**src/rtl/regfile_pkg.sv**
```systemverilog
// Shared types and widths for the register-file write-side front end.
package regfile_pkg;
  localparam int RF_AW = 5;
  localparam int RF_DW = 32;

  typedef enum logic {
    SRC_ALU = 1'b0,
    SRC_MEM = 1'b1
  } wb_src_e;

  typedef struct packed {
    logic [RF_AW-1:0] wa;
    logic [RF_DW-1:0] wd;
  } wb_entry_t;
endpackage

```
**src/rtl/wb_fifo.sv**
```systemverilog
// Small circular FIFO of pending long-latency writebacks, with an age-ordered
// view of every slot (index 0 = head/oldest) so readers can forward from it.
module wb_fifo
  import regfile_pkg::*;
#(
  parameter int DEPTH = 4
) (
  input  logic                   i_clk,
  input  logic                   i_rst_n,
  input  logic                   i_push,
  input  wb_entry_t              i_push_data,
  input  logic                   i_pop,
  output wb_entry_t              o_head,
  output logic                   o_full,
  output logic                   o_empty,
  output wb_entry_t [DEPTH-1:0]  o_ent,
  output logic [DEPTH-1:0]       o_vld
);
  localparam int PW = $clog2(DEPTH);

  logic [PW-1:0] r_wr_ptr;
  logic [PW-1:0] r_rd_ptr;
  logic [PW:0]   r_count;
  wb_entry_t     r_mem [DEPTH];

  logic w_push;
  logic w_pop;

  assign o_full  = (r_count == (PW+1)'(DEPTH));
  assign o_empty = (r_count == '0);
  assign w_push  = i_push && !o_full;
  assign w_pop   = i_pop && !o_empty;
  assign o_head  = r_mem[r_rd_ptr];

  always_ff @(posedge i_clk or negedge i_rst_n) begin
    if (!i_rst_n) begin
      r_wr_ptr <= '0;
      r_rd_ptr <= '0;
      r_count  <= '0;
    end else begin
      if (w_push) r_wr_ptr <= r_wr_ptr + 1'b1;
      if (w_pop)  r_rd_ptr <= r_rd_ptr + 1'b1;
      r_count <= r_count + (PW+1)'(w_push) - (PW+1)'(w_pop);
    end
  end

  // Storage is not reset; occupancy is tracked solely by r_count.
  always_ff @(posedge i_clk) begin
    if (w_push) r_mem[r_wr_ptr] <= i_push_data;
  end

  for (genvar g = 0; g < DEPTH; g++) begin : g_view
    assign o_ent[g] = r_mem[r_rd_ptr + PW'(g)];
    assign o_vld[g] = ((PW+1)'(g) < r_count);
  end
endmodule

```
**src/rtl/regfile_writer.sv**
```systemverilog
// Write-port arbiter for the register file: ALU first, then queued/bypassed
// long-latency results, plus a pending-destination scoreboard.
// Forwarding from uncommitted writes is compiled in when REGFILE_WRITER_FWD_EN is defined.
module regfile_writer
  import regfile_pkg::*;
#(
  parameter int DEPTH = 4
) (
  input  logic             clk,
  input  logic             reset_n,
  input  logic             alu_valid,
  input  logic [RF_AW-1:0] alu_wa,
  input  logic [RF_DW-1:0] alu_wd,
  input  logic             mem_valid,
  output logic             mem_ready,
  input  logic [RF_AW-1:0] mem_wa,
  input  logic [RF_DW-1:0] mem_wd,
  input  logic             claim_valid,
  input  logic [RF_AW-1:0] claim_wa,
  output logic [31:0]      busy_mask,
  output logic             we3,
  output logic [RF_AW-1:0] wa3,
  output logic [RF_DW-1:0] wd3,
  output wb_src_e          o_wb_src,
  input  logic [RF_AW-1:0] fwd_ra1,
  input  logic [RF_AW-1:0] fwd_ra2,
  output logic             fwd_hit1,
  output logic             fwd_hit2,
  output logic [RF_DW-1:0] fwd_data1,
  output logic [RF_DW-1:0] fwd_data2
);
  logic             r_we;
  logic [RF_AW-1:0] r_wa;
  logic [RF_DW-1:0] r_wd;
  wb_src_e          r_src;
  logic [31:0]      r_busy;

  logic                  w_full;
  logic                  w_empty;
  wb_entry_t             w_head;
  wb_entry_t [DEPTH-1:0] w_ent;
  logic [DEPTH-1:0]      w_vld;
  logic                  w_mem_acc;
  logic                  w_push;
  logic                  w_pop;
  logic                  w_ld_vld;
  wb_entry_t             w_ld;
  wb_src_e               w_ld_src;
  logic [31:0]           w_busy_nxt;

  // mem handshake: a result transfers on a rising edge where mem_valid && mem_ready;
  // mem_ready depends only on registered occupancy, so it never reacts to a same-cycle pop.
  assign mem_ready = reset_n && !w_full;
  assign w_mem_acc = mem_valid && mem_ready;

  always_comb begin
    w_ld_vld = 1'b0;
    w_ld     = '0;
    w_ld_src = SRC_ALU;
    w_pop    = 1'b0;
    if (alu_valid) begin
      w_ld_vld = 1'b1;
      w_ld.wa  = alu_wa;
      w_ld.wd  = alu_wd;
    end else if (!w_empty) begin
      w_ld_vld = 1'b1;
      w_ld     = w_head;
      w_ld_src = SRC_MEM;
      w_pop    = 1'b1;
    end else if (w_mem_acc) begin
      w_ld_vld = 1'b1;
      w_ld.wa  = mem_wa;
      w_ld.wd  = mem_wd;
      w_ld_src = SRC_MEM;
    end
  end

  // Only a bypass (port free and FIFO empty) skips the queue.
  assign w_push = w_mem_acc && (alu_valid || !w_empty);

  wb_fifo #(.DEPTH(DEPTH)) u_fifo (
    .i_clk       (clk),
    .i_rst_n     (reset_n),
    .i_push      (w_push),
    .i_push_data ('{wa: mem_wa, wd: mem_wd}),
    .i_pop       (w_pop),
    .o_head      (w_head),
    .o_full      (w_full),
    .o_empty     (w_empty),
    .o_ent       (w_ent),
    .o_vld       (w_vld)
  );

  // A claim in the same cycle as a retirement to that register wins.
  always_comb begin
    w_busy_nxt = r_busy;
    if (w_ld_vld && (w_ld_src == SRC_MEM)) w_busy_nxt[w_ld.wa] = 1'b0;
    if (claim_valid) w_busy_nxt[claim_wa] = 1'b1;
    w_busy_nxt[0] = 1'b0;
  end

  always_ff @(posedge clk or negedge reset_n) begin
    if (!reset_n) begin
      r_we   <= 1'b0;
      r_wa   <= '0;
      r_wd   <= '0;
      r_src  <= SRC_ALU;
      r_busy <= '0;
    end else begin
      r_busy <= w_busy_nxt;
      r_we   <= w_ld_vld && (w_ld.wa != '0);
      if (w_ld_vld) begin
        r_wa  <= w_ld.wa;
        r_wd  <= w_ld.wd;
        r_src <= w_ld_src;
      end
    end
  end

  assign we3       = r_we;
  assign wa3       = r_wa;
  assign wd3       = r_wd;
  assign o_wb_src  = r_src;
  assign busy_mask = r_busy;

`ifdef REGFILE_WRITER_FWD_EN
  // Later matches override earlier ones: output stage, then FIFO head to tail.
  function automatic logic [RF_DW:0] fwd_lookup(
    input logic [RF_AW-1:0]    ra,
    input logic                out_we,
    input logic [RF_AW-1:0]    out_wa,
    input logic [RF_DW-1:0]    out_wd,
    input wb_entry_t [DEPTH-1:0] ent,
    input logic [DEPTH-1:0]    vld
  );
    logic [RF_DW:0] res;
    res = '0;
    if (out_we && (out_wa == ra)) res = {1'b1, out_wd};
    for (int i = 0; i < DEPTH; i++) begin
      if (vld[i] && (ent[i].wa == ra)) res = {1'b1, ent[i].wd};
    end
    if (ra == '0) res = '0;
    return res;
  endfunction

  assign {fwd_hit1, fwd_data1} = fwd_lookup(fwd_ra1, r_we, r_wa, r_wd, w_ent, w_vld);
  assign {fwd_hit2, fwd_data2} = fwd_lookup(fwd_ra2, r_we, r_wa, r_wd, w_ent, w_vld);
`else
  logic w_unused_fwd;
  assign w_unused_fwd = ^{fwd_ra1, fwd_ra2, w_ent, w_vld};
  assign fwd_hit1  = 1'b0;
  assign fwd_hit2  = 1'b0;
  assign fwd_data1 = '0;
  assign fwd_data2 = '0;
`endif
endmodule

```
**config.mk**
```make
export PLATFORM = sky130hd
export DESIGN_NAME = regfile_writer
export DESIGN_NICKNAME = d
export VERILOG_FILES = /design/src/rtl/regfile_pkg.sv /design/src/rtl/wb_fifo.sv /design/src/rtl/regfile_writer.sv
export SDC_FILE = /design/constraint.sdc
export NUM_CORES = 1
export LEC_CHECK = 0
export CAP_MARGIN = 20
export CORE_ASPECT_RATIO = 1.1
export CORE_MARGIN = 8
export CORE_UTILIZATION = 50
export CTS_CLUSTER_DIAMETER = 150
export DETAILED_ROUTE_END_ITERATION = 10
export PLACE_DENSITY_LB_ADDON = 0.1
export SLEW_MARGIN = 20
export SYNTH_ARGS = -nofsm -noshare
export SYNTH_HDL_FRONTEND = slang
export SYNTH_SLANG_ARGS = --single-unit
```
**constraint.sdc**
```tcl
create_clock -name clk -period 2.9 [get_ports clk]
set_input_delay 0.58 -clock clk [delete_from_list [all_inputs] [get_ports clk]]
set_output_delay 0.58 -clock clk [all_outputs]
set_load 0.01 [all_outputs]
```
==> parameters.txt <==
Parameter                              Value

Status
  Status    completed

Cells and area
  Design Area, Final    12340 um2
  Area delta synth->final    24.66%
  Count of non-filler cells in the finished layout    1148
  Share of cells above drive strength 1    13.73%
  Number of antenna diodes    0
  Final Net Count    979

Setup path
  Setup CP Type    flop to flop
  Critical path required time    3270 ps
  R2R cell count    6
  WP data arrival    2790 ps
  Setup slack of the worst register-to-register path    470 ps
  Worst reg2reg path endpoint    busy_mask[5]
  Critical path launch point type    flop
  Crit end category    flop
  Beginning of the worst register-to-register path    u_fifo.r_count[1]
  Crit-path max FO    33

Placement
  Weighted congestion reported at the end of routability-driven placement    0.8160
  Half-perimeter wire length after detailed placement    16110 um
  Count of buffers inserted at the top-level ports    154
  Instance count after placement with tap cells included    1104
  Placement-stage cell area    11540 um2

Timing
  Final hold viol count    0
  Clock period minus worst slack    2426 ps
  Sum Neg Setup Slack    0 ps
  # setup viols final    0
  Setup repair after global routing missed its margin    false
  Pins Over Slew Limit    0
  Share of the clock period used by the worst path after layout    83.64%
  Slew Limit Headroom    52.55%
  Setup skew after layout    11.03 ps
  Pin slew with the least headroom to its limit    711.7 ps
  Maximum achievable frequency    412.3 MHz
  Final hold slack    128.7 ps

Synth
  Post-synthesis sequential area ratio    64.37%
  Post-Syn Area    9898 um2
  Number of enable flip-flop cells after synthesis    148
  Count of distinct cell types in the synthesized netlist    57
  Synth Warn #    0
  Number of flip-flops and latches in the synthesized netlist    225
  Post-synthesis instance total    713
  Share of async-settable or async-resettable flops after synthesis    34.22%
  Most common flop cell mapped by yosys    edfxtp_1
  Synthesized area per cell    13.88 um2

GRT
  Vias in the first global route    6656
  Pin count of the biggest net entering global routing    54
  Global-route wire length before repair    36850 um
  Remaining global-route overflow    0
  Antenna violations before repair    0
  Total GRT Usage    18.99%

Routing
  Post-detailed-routing wire length    23560 um
  Post-route DRC    0
  Initial DRC count    358
  Post-detailed-route via-to-cell ratio    5.501
  Via count    6315
  Drt first pass iters    4
  Final ANT Viol Nets    0
  Average wire per cell in the routed design    20.52 um

Worst hold path
  Path category of the worst min-delay check    input port to asynchronous set/reset pin

Clocking
  Clock network latency to the later pin of the worst-skew pair    510 ps
  Cts bufs inserted    24
  CTS H-Tree Depth    1
  Number of buffers inserted to repair setup after CTS    0
  Number of sinks driven by the clock tree    225
  Root cell of the clock tree    clkbuf_16
  Hold buffers post-CTS    0
  TritonCTS clock tree    built
  Resize count post-CTS    0
  Maximum root-to-sink buffer count    3
  Clk pin slew, worst setup/hold paths    60 ps

Floorplan
  Die Outline Area    24560 um2
  Effective utilization at floorplan    50.34%
  Overall die height    163.6 um
  Number of placed I/O pins    232
  Core ar.    19660 um2
  Overall die width    150.2 um
  Row count    54

Power
  Worst voltage drop across the vdd grid    498.5 uV
  Power Density    904.6 nW/um2
  Leakage power figure    4.598 nW

Run
  MaxCap Viol Count    0
## through the flow
step,setup WS [ps],power (mW),utilization (%)
2_1_floorplan,242.9,6.762,-
3_3_place_gp,285.3,8.141,58.67
3_5_place_dp,204.0,8.231,58.67
4_1_cts,441.4,11.29,62.76
5_1_grt,337.2,11.76,62.76
6_report,474.5,11.16,62.76
## how the worst max path moves through the flow
stage	start	endpoint	slack (ps)
CTS	u_fifo.r_count[1]	mem_ready	440
detailed placement	mem_valid	busy_mask[19]	200
finish	u_fifo.r_count[1]	busy_mask[5]	470
global placement	mem_valid	busy_mask[3]	290
global route	u_fifo.r_count[1]	busy_mask[7]	340
floorplan	alu_valid	u_fifo.r_mem[0][0]	240
## placed cells by master, fill, tap and decap left out, types with 5 or more instances in the layout
master           instances
clkdlybuf4s50_1        152
edfxtp_1               148
nand2_1                 88
dfrtp_1                 75
conb_1                  67
a21oi_1                 52
mux4_2                  37
o21ai_0                 33
o22ai_1                 26
clkbuf_16               25
inv_1                   24
buf_4                   20
o221ai_1                15
o41ai_1                  9
o21ai_1                  8
o31ai_1                  7
nor2_1                   7
nand3b_1                 6
ha_1                     6
clkinvlp_4               6
nand3_1                  5
and3_1                   5
clkbuf_8                 5
## cell usage after synthesis, drive strengths merged, types with 2 or more instances
cell / instances / area share, %
nor2: 7 / 0.27
o221ai: 16 / 1.5
a21oi: 52 / 2.6
o41ai: 9 / 0.80
mux4: 37 / 8.4
buf: 89 / 6.3
nand3b: 6 / 0.46
and3: 5 / 0.32
or3b: 3 / 0.27
nand2: 88 / 3.3
a31oi: 5 / 0.47
o211ai: 5 / 0.43
mux2i: 2 / 0.33
edfxtp: 148 / 45
nor3: 4 / 0.25
ha: 6 / 0.76
and2: 8 / 0.56
nand3: 5 / 0.25
o22ai: 26 / 1.6
or3: 2 / 0.13
nand2b: 3 / 0.19
o21ai: 42 / 2.2
inv: 24 / 0.91
dfrtp: 77 / 19
xnor2: 4 / 0.35
o31ai: 7 / 0.53
clkbuf: 14 / 0.53
## power breakdown
group | switching (mW) | internal (mW) | total, mW
Clock | 1.22 | 1.80 | 3.01
Sequential | 0.388 | 4.04 | 4.43
Combinational | 1.88 | 1.84 | 3.72
## worst max-delay path, cell delays in order (launching register included)
cell      delay [ps]
dfrtp_1          440
nor3_4           290
buf_4            440
and3_1           300
o211ai_2         240
o41ai_1          420
o21ai_0          140
## area by class of cell
cell class | instances | area, um2
multi-input combinational | 427 | 3020
sequential | 225 | 6374
timing repair buffer | 176 | 1737
clock buffer | 33 | 705.7
inverter | 24 | 90.09
fill | 1524 | 7322
tap | 252 | 315.3
clock inverter | 11 | 97.59
## logic make-up (layout without fill, tap and decap cells)
group                    after synthesis  in the layout  share of synthesized area, %
adder cells (fa/ha/maj)                7              7                        0.9607
multiplexers                          39             39                         8.747
flip-flops                           225            225                         64.37
other                                  1             67                       0.03789
XOR/XNOR                               5              5                        0.4424
AND/OR/NAND/NOR                      137            137                         6.535
buffers and inverters                127            244                         7.787
AO/OA/AOI/OAI                        172            172                         11.12
## state kept, by name, indices dropped and copies added (netlist names)
signal / count
u_fifo.r_count: 3
wd3: 32
we3: 1
u_fifo.r_wr_ptr: 2
busy_mask: 31
o_wb_src: 1
u_fifo.r_mem: 148
wa3: 5
u_fifo.r_rd_ptr: 2
## routing by layer
metal | GRT usage, % | wire length (um)
met5 | 0 | 0
met4 | 4.457 | 380
met3 | 4.101 | 1809
met2 | 32.13 | 11750
met1 | 24.56 | 9623
Power figures use the tool's default switching activity.
